$ cat src/rtl/remote_cmd_pkg.sv
// Shared constants and FSM state type for the remote command arbiter.
package remote_cmd_pkg;

    localparam logic [7:0] SET_PITCH    = 8'h02;
    localparam logic [7:0] SET_ROLL     = 8'h03;
    localparam logic [7:0] SET_YAW      = 8'h04;
    localparam logic [7:0] SET_THRST    = 8'h05;
    localparam logic [7:0] CALIBRATE    = 8'h06;
    localparam logic [7:0] E_LAND       = 8'h07;
    localparam logic [7:0] MOTORS_OFF   = 8'h08;

    localparam logic [7:0] RESP_POS_ACK = 8'hA5;

    typedef enum logic [2:0] {
        IDLE,
        SEND,
        WAIT_SENT,
        WAIT_RESP,
        CLR,
        DONE
    } arb_state_e;

endpackage

$ cat src/rtl/rr_arb2.sv
// Two-requester round-robin arbiter; the requester granted last gets lowest priority.
module rr_arb2
    import remote_cmd_pkg::*;
(
    input  logic       clk,
    input  logic       rst_n,
    input  logic [1:0] req,
    input  logic       take,
    output logic       gnt_valid,
    output logic       gnt_idx
);

    // Index of the requester that wins a tie; 0 after reset.
    logic prio_reg;

    always_comb begin
        gnt_valid = |req;
        gnt_idx   = (req == 2'b11) ? prio_reg : req[1];
    end

    always_ff @(posedge clk or negedge rst_n) begin
        if (!rst_n) begin
            prio_reg <= 1'b0;
        end else if (take && gnt_valid) begin
            prio_reg <= ~gnt_idx;
        end
    end

endmodule

$ cat src/rtl/remote_cmd_arb.sv
// Arbitrates two command requesters onto one RemoteComm link with timeout and retry.
// Optional macro E_LAND_PRIO_EN: a pending E_LAND command overrides round-robin order.
module remote_cmd_arb
    import remote_cmd_pkg::*;
#(
    parameter int TIMEOUT_CYCLES = 1000000,
    parameter int MAX_RETRY      = 2
) (
    input  logic        clk,
    input  logic        rst_n,
    input  logic        req0,
    input  logic        req1,
    input  logic [7:0]  cmd0,
    input  logic [7:0]  cmd1,
    input  logic [15:0] data0,
    input  logic [15:0] data1,
    output logic        done0,
    output logic        done1,
    output logic        ok0,
    output logic        ok1,
    output logic [7:0]  cmd,
    output logic [15:0] data,
    output logic        send_cmd,
    input  logic        cmd_sent,
    input  logic        resp_rdy,
    input  logic [7:0]  resp,
    output logic        clr_resp_rdy
);

    localparam int TW = $clog2(TIMEOUT_CYCLES + 1);
    localparam int RW = $clog2(MAX_RETRY + 2);
    localparam logic [TW-1:0] TIMER_LAST = TW'(TIMEOUT_CYCLES - 1);
    localparam logic [RW-1:0] RETRY_MAX  = RW'(MAX_RETRY);

    arb_state_e      state_reg, state_next;
    logic [TW-1:0]   timer_reg, timer_next;
    logic [RW-1:0]   retry_reg, retry_next;
    logic [7:0]      resp_reg,  resp_next;
    logic [7:0]      cmd_reg,   cmd_next;
    logic [15:0]     data_reg,  data_next;
    logic            gnt_reg,   gnt_next;

    logic [1:0]      req_vec;
    logic [1:0]      arb_req;
    logic            gnt_valid;
    logic            gnt_idx;

    assign req_vec = {req1, req0};

`ifdef E_LAND_PRIO_EN
    logic [1:0] urgent;
    assign urgent  = req_vec & {(cmd1 == E_LAND), (cmd0 == E_LAND)};
    // Restricting the arbiter to urgent requesters keeps round-robin when both are E_LAND.
    assign arb_req = (|urgent) ? urgent : req_vec;
`else
    assign arb_req = req_vec;
`endif

    rr_arb2 u_arb (
        .clk       (clk),
        .rst_n     (rst_n),
        .req       (arb_req),
        .take      (state_reg == IDLE),
        .gnt_valid (gnt_valid),
        .gnt_idx   (gnt_idx)
    );

    always_comb begin
        state_next   = state_reg;
        timer_next   = timer_reg;
        retry_next   = retry_reg;
        resp_next    = resp_reg;
        cmd_next     = cmd_reg;
        data_next    = data_reg;
        gnt_next     = gnt_reg;

        send_cmd     = (state_reg == SEND);
        clr_resp_rdy = (state_reg == CLR);
        done0        = (state_reg == DONE) && !gnt_reg;
        done1        = (state_reg == DONE) &&  gnt_reg;
        ok0          = done0 && (resp_reg == RESP_POS_ACK);
        ok1          = done1 && (resp_reg == RESP_POS_ACK);

        case (state_reg)
            IDLE: begin
                if (gnt_valid) begin
                    gnt_next   = gnt_idx;
                    cmd_next   = gnt_idx ? cmd1  : cmd0;
                    data_next  = gnt_idx ? data1 : data0;
                    state_next = SEND;
                end
            end
            SEND: begin
                timer_next = '0;
                state_next = WAIT_SENT;
            end
            WAIT_SENT: begin
                timer_next = timer_reg + 1'b1;
                if (cmd_sent) begin
                    state_next = WAIT_RESP;
                end else if (timer_reg == TIMER_LAST) begin
                    // A timed-out attempt is treated as a non-ACK so CLR decides the retry.
                    resp_next  = 8'h00;
                    state_next = CLR;
                end
            end
            WAIT_RESP: begin
                timer_next = timer_reg + 1'b1;
                if (resp_rdy) begin
                    resp_next  = resp;
                    state_next = CLR;
                end else if (timer_reg == TIMER_LAST) begin
                    resp_next  = 8'h00;
                    state_next = CLR;
                end
            end
            CLR: begin
                if (resp_reg == RESP_POS_ACK) begin
                    state_next = DONE;
                end else if (retry_reg < RETRY_MAX) begin
                    retry_next = retry_reg + 1'b1;
                    state_next = SEND;
                end else begin
                    state_next = DONE;
                end
            end
            DONE: begin
                retry_next = '0;
                state_next = IDLE;
            end
            default: begin
                state_next = IDLE;
            end
        endcase

        cmd  = cmd_reg;
        data = data_reg;
    end

    always_ff @(posedge clk or negedge rst_n) begin
        if (!rst_n) begin
            state_reg <= IDLE;
            timer_reg <= '0;
            retry_reg <= '0;
            resp_reg  <= '0;
            cmd_reg   <= '0;
            data_reg  <= '0;
            gnt_reg   <= 1'b0;
        end else begin
            state_reg <= state_next;
            timer_reg <= timer_next;
            retry_reg <= retry_next;
            resp_reg  <= resp_next;
            cmd_reg   <= cmd_next;
            data_reg  <= data_next;
            gnt_reg   <= gnt_next;
        end
    end

endmodule

$ cat config.mk
export PLATFORM = sky130hd
export DESIGN_NAME = remote_cmd_arb
export DESIGN_NICKNAME = d
export VERILOG_FILES = /design/src/rtl/remote_cmd_pkg.sv /design/src/rtl/rr_arb2.sv /design/src/rtl/remote_cmd_arb.sv
export SDC_FILE = /design/constraint.sdc
export NUM_CORES = 1
export LEC_CHECK = 0
export ABC_AREA = 0
export BUFFER_PORTS_ARGS = -buffer_cell sky130_fd_sc_hd__buf_4
export CAP_MARGIN = 25
export CORE_MARGIN = 1
export CORE_UTILIZATION = 54
export CTS_BUF_LIST = sky130_fd_sc_hd__clkbuf_2
export DETAILED_ROUTE_END_ITERATION = 6
export GPL_ROUTABILITY_DRIVEN = 0
export PLACE_DENSITY_LB_ADDON = 0.3
export SETUP_SLACK_MARGIN = 0.3
export SYNTH_ARGS = -nofsm -noshare
export SYNTH_HDL_FRONTEND = slang
export SYNTH_SLANG_ARGS = --single-unit
$ cat constraint.sdc
create_clock -name clk -period 2.6 [get_ports clk]
set_clock_uncertainty 0.1 [all_clocks]
set_input_delay 0.52 -clock clk [delete_from_list [all_inputs] [get_ports clk]]
set_output_delay 0.52 -clock clk [all_outputs]
set_load 0.05 [all_outputs]
**Word level (Yosys, flattened, before mapping)**

Index checks and enable logic that the tools add are counted.

- Bits of input ports: 62
- Output and inout port bits: 30
- Word-level logic and storage cells: 57
- Register bits: 59

- Bitwise operators: 1
- Reduce and logical (&&, ||, !) cells: 15
- Equality and inequality tests: 12
- Mux-type cells: 18
- $add $sub $neg: 2
- Order comparisons: 1

Operator list:

| kind | number |
|---|---|
| one-hot mux 20 bit (2 select lines) | 1 |
| 2-to-1 mux 8 bit | 4 |
| adder 20 x 1 -> 20 bit, second input constant | 1 |
| == test 20 bit, second input constant | 1 |
| 2-to-1 mux 3 bit | 6 |
| 2-to-1 mux 16 bit | 1 |
| one-hot mux 8 bit (2 select lines) | 1 |
| one-hot mux 3 bit (5 select lines) | 1 |
| == test 8 bit, second input constant | 1 |
| == test 3 x 2 -> 1 bit, second input constant | 2 |
| == test 3 bit, second input constant | 2 |
| inequality test 2 bit, second input constant | 3 |
| nonzero test 2 bit | 3 |
| logical AND 1 bit | 5 |
| 2-to-1 mux 2 bit | 2 |
| one-hot mux 2 bit (2 select lines) | 1 |
| AND reduction 2 bit | 2 |
| OR reduction 2 bit | 2 |
| == test 3 x 1 -> 1 bit, second input constant | 1 |
| logical NOT 3 bit | 1 |
| AND reduction 3 bit | 1 |
| adder 2 x 1 -> 2 bit, second input constant | 1 |
| == test 2 bit, second input constant | 1 |
| < comparator 2 bit, second input constant | 1 |
| other kinds (4) | 4 |

**Longest topological paths before layout**

- Depth in word-level cells: 4
- Mapped depth: 7

**Cells and area by module**

Synthesis repeated with hierarchy kept, for this count alone.

- Cell total of the unflattened synthesis: 327
- Area total of the unflattened synthesis: 3001.6 um^2

By module, submodules not included:

| module | instances | seq. area each (um^2) | area an instance (um^2) | cells each |
|---|---|---|---|---|
| remote_cmd_arb | 1 | 1451.4 | 2947.8 | 321 |
| rr_arb2 | 1 | 25.0 | 53.8 | 6 |

**Worst setup path before layout**

No wires, ideal clock.

- Path type: reg-to-output
- Start point: register state_reg[2]
- End point: output ok0
- Path slack: 0.011 ns
- Stages on the path, launching flop included: 5
- Data arrival time: 1.969 ns
- Required time: 1.980 ns
- Cells stage by stage: dfrtp_1 clkbuf_1 nor2b_1 nand2_1 nor3_1

- Cells in the longest elaborated chain, start to end: 3

RTL lines:

| what | RTL line | text |
|---|---|---|
| from (decl) | remote_cmd_arb.sv:35 | `arb_state_e state_reg, state_next;` |
| from (signal assigned) | remote_cmd_arb.sv:150 | `state_reg <= state_next;` |
| == test 3 bit | remote_cmd_arb.sv:79 | `done0 = (state_reg == DONE) && !gnt_reg;` |
| logical AND 1 bit | remote_cmd_arb.sv:79 |  |
| logical AND 1 bit | remote_cmd_arb.sv:81 | `ok0 = done0 && (resp_reg == RESP_POS_ACK);` |
| to (decl) | remote_cmd_arb.sv:19 | `output logic ok0,` |

Every way passes these cells.

**Worst setup path after layout**

- Start point: register resp_reg[4]
- End point: output ok0

- Cells in the longest elaborated chain, start to end: 2

RTL lines:

| what | RTL line | text |
|---|---|---|
| from (decl) | remote_cmd_arb.sv:38 | `logic [7:0] resp_reg, resp_next;` |
| from (signal assigned) | remote_cmd_arb.sv:153 | `resp_reg <= resp_next;` |
| == test 8 bit | remote_cmd_arb.sv:81 |  |
| logical AND 1 bit | remote_cmd_arb.sv:81 |  |

Every way passes these cells.

==> results.toml <==
[outcome]
status = "complete, no violations"

[routing]
ant_nets = 0
totalWireLength_mm = 7.37
routed-via-count = 2831
met3_wirelength_um = 433
routedWlPerCell_um = 14.9
drc = 0
via_per_inst = 5.72
met1_length_mm = 2.95
top_layer = "met4"
drt_first_pass_iters = 5
met2WireLength_mm = 3.84
drtIter0Drc = 174

[clocking]
root_buffer = "clkbuf_2"
clk_path_buf_depth = 2
cts.clk_slew.worst_paths_ns = 0.18
cts_tree = "built"
h-tree-depth = 3
worstSkewPairLatency_ns = 0.48
cts_buffers = 9
cts.sinks = 59

[power]
p_leak_nw = 1.98
ir_drop_v = 0.000851
p_per_area_mw_per_mm2 = 1030

[global_route]
antenna_found_initial = 0
grt_pass1_vias = 2586
grt_overflow_total = 0
grt_first_pass_wirelength_mm = 11.9
grt_max_degree = 60
globalRouteTotalUtil = 0.253

[timing]
setup_violations = 0
fin_ws_ns = 0.191
worstMarginPinSlew_ns = 0.759
post-route-period-util = 0.926
slew_headroom = 0.494
max_freq_mhz = 415
fin_crit_ns = 2.41
grt_setup_unrepaired = "true"
hold_violations = 0
fin_setup_tns_ns = 0
finalMaxSlewViolations = 0

[min_path]
hp-class = "in2reg"
min_to = "resp_reg[3]$_DFFE_PN0P_"
hold_path_depth = 3
min_from = "resp[3]"

[finish]
drive_gt1_frac = 0.322
largest_reg_flops = 20
nNetsFinal = 481
fill_cells = 386
area_growth_pct = 29.1
n_antenna_cell = 0

[worst_setup_path]
r2r-start = "timer_reg[13]$_DFFE_PN0P_"
cp-start-kind = "register"
rr_endpoint = "state_reg[2]$_DFFE_PN0P_"
rr_worst_depth = 4
r2r_setup_slack_ns = 0.47
crit_chain = "nor4b_2 > nand4_1 > nor3_2 > buf_6"
crit_slowest_cell = "dfrtp_1"
required_ns = 1.98
path_max_fanout = 3
cpPeakStageDelay_ns = 0.44
crit_type = "reg2out"
cp.arrival_ns = 1.79
cp-end-kind = "output port"

[floorplanning]
design.core.area_sq_mm = 0.00551
die_width_um = 77.8
die_h_um = 77.8
start_util = 0.563
io_pins = 92
dieArea_sq_mm = 0.00605
num_rows = 27

[synth]
yosysTopAreaCell = "dfrtp_1"
synth_top_flop_cell = "dfrtp_1"
synth_common_cells = "dfrtp_1, nand2_1, mux2i_1"
synthArstFlopShare = 1.00
synth.top_cell.area_share = 0.476
synth_seq_cells = 59
synth_area_sq_mm = 0.00310
syn-instance-count = 325
synth_nets = 388
synth-seq-area-share = 0.476
synth_most_common_cell = "dfrtp_1"
synth_edf_count = 0
syn_area_per_cell_sq_um = 9.54
synth.area.top_cells = "dfrtp_1, mux2i_1, nand2_1"
ys_types = 53
synth_warnings = 0

[place]
dpl.hpwl_mm = 5.31
pre_cts_slack_ns = 0.451
port_buffers = 91

[job]
maxCapViolCount = 0
==> timing repair <==
item,in CTS,in global routing
hold buffers,1,0
buffers inserted,3,3
endpoints found under the hold margin,53,0
pin swaps,3,3
resized for setup,6,2
setup endpoints to repair,5,5
gates cloned,0,0
==> through the flow <==
step | total power [mW] | cell area, sq um | std cells | utilization | hold WS (ns)
after floorplan | 2.97 | 3110 | 325 | - | 0.124
after global placement | 3.55 | 3830 | 472 | 0.696 | 0.368
after detailed placement | 3.61 | 3830 | 472 | 0.696 | 0.377
after CTS | 4.12 | 3970 | 492 | 0.722 | 0.135
after global routing | 4.40 | 4000 | 495 | 0.727 | 0.139
final | 4.12 | 4000 | 495 | 0.727 | 0.164
==> cell type report <==
type	count	area [sq um]	area share
multi-input combinational	236	1520	0.379
sequential	59	1480	0.370
timing repair buffer	105	798	0.199
tap	72	90.1	0.0225
clock buffer	9	45.0	0.0113
clock inverter	7	45.0	0.0113
inverter	7	27.5	0.00688
==> where the power goes <==
group          switching, mW  internal (mW)
sequential             0.244           1.24
combinational           1.41          0.751
clock                  0.356          0.117
==> worst max-delay path by stage <==
stage / depth (start not counted) / to / start / slack (ns)
after floorplan: 4 / ok1 / state_reg[2]$_DFFE_PN0P_ / 0.38
after CTS: 4 / ok0 / resp_reg[4]$_DFFE_PN0P_ / 0.11
final: 4 / ok0 / resp_reg[4]$_DFFE_PN0P_ / 0.19
after global routing: 4 / ok0 / resp_reg[4]$_DFFE_PN0P_ / 0.04
after detailed placement: 4 / resp_reg[0]$_DFFE_PN0P_ / timer_reg[13]$_DFFE_PN0P_ / 0.45
after global placement: 4 / resp_reg[5]$_DFFE_PN0P_ / timer_reg[13]$_DFFE_PN0P_ / 0.51
==> worst max-delay path, delay by kind of cell, from the launching register on <==
| family | cells | cell delay [ns] |
|---|---|---|
| DFF | 1 | 0.44 |
| buffers and inverters | 1 | 0.19 |
| and+or+nand+nor | 3 | 0.68 |
==> kinds of logic after synthesis <==
| kind of cell | after synthesis | share of synthesized area |
|---|---|---|
| simple gates | 122 | 0.201 |
| compound gates | 79 | 0.161 |
| mux | 34 | 0.110 |
| flops | 59 | 0.476 |
| buf+inv | 30 | 0.0472 |
| fa+ha+maj | 1 | 0.00403 |
==> cell usage in the layout (no fill, tap or decap), drive strengths merged, types with 7 or more instances in the layout <==
| master | Yosys | final |
|---|---|---|
| buf | 7 | 104 |
| dfrtp | 59 | 59 |
| nand2 | 46 | 46 |
| o21ai | 39 | 39 |
| mux2i | 33 | 33 |
| nor2 | 22 | 22 |
| nand3 | 13 | 13 |
| clkbuf | 16 | 9 |
| nor3 | 8 | 8 |
| a21oi | 7 | 7 |
==> layer usage <==
metal | up-vias | global-route usage
li1 | 1365 | -
met4 | 0 | 0.134
met2 | 127 | 0.427
met5 | - | 0
met3 | 17 | 0.0518
met1 | 1322 | 0.304
Note: power is estimated with default switching activity, not from simulation.
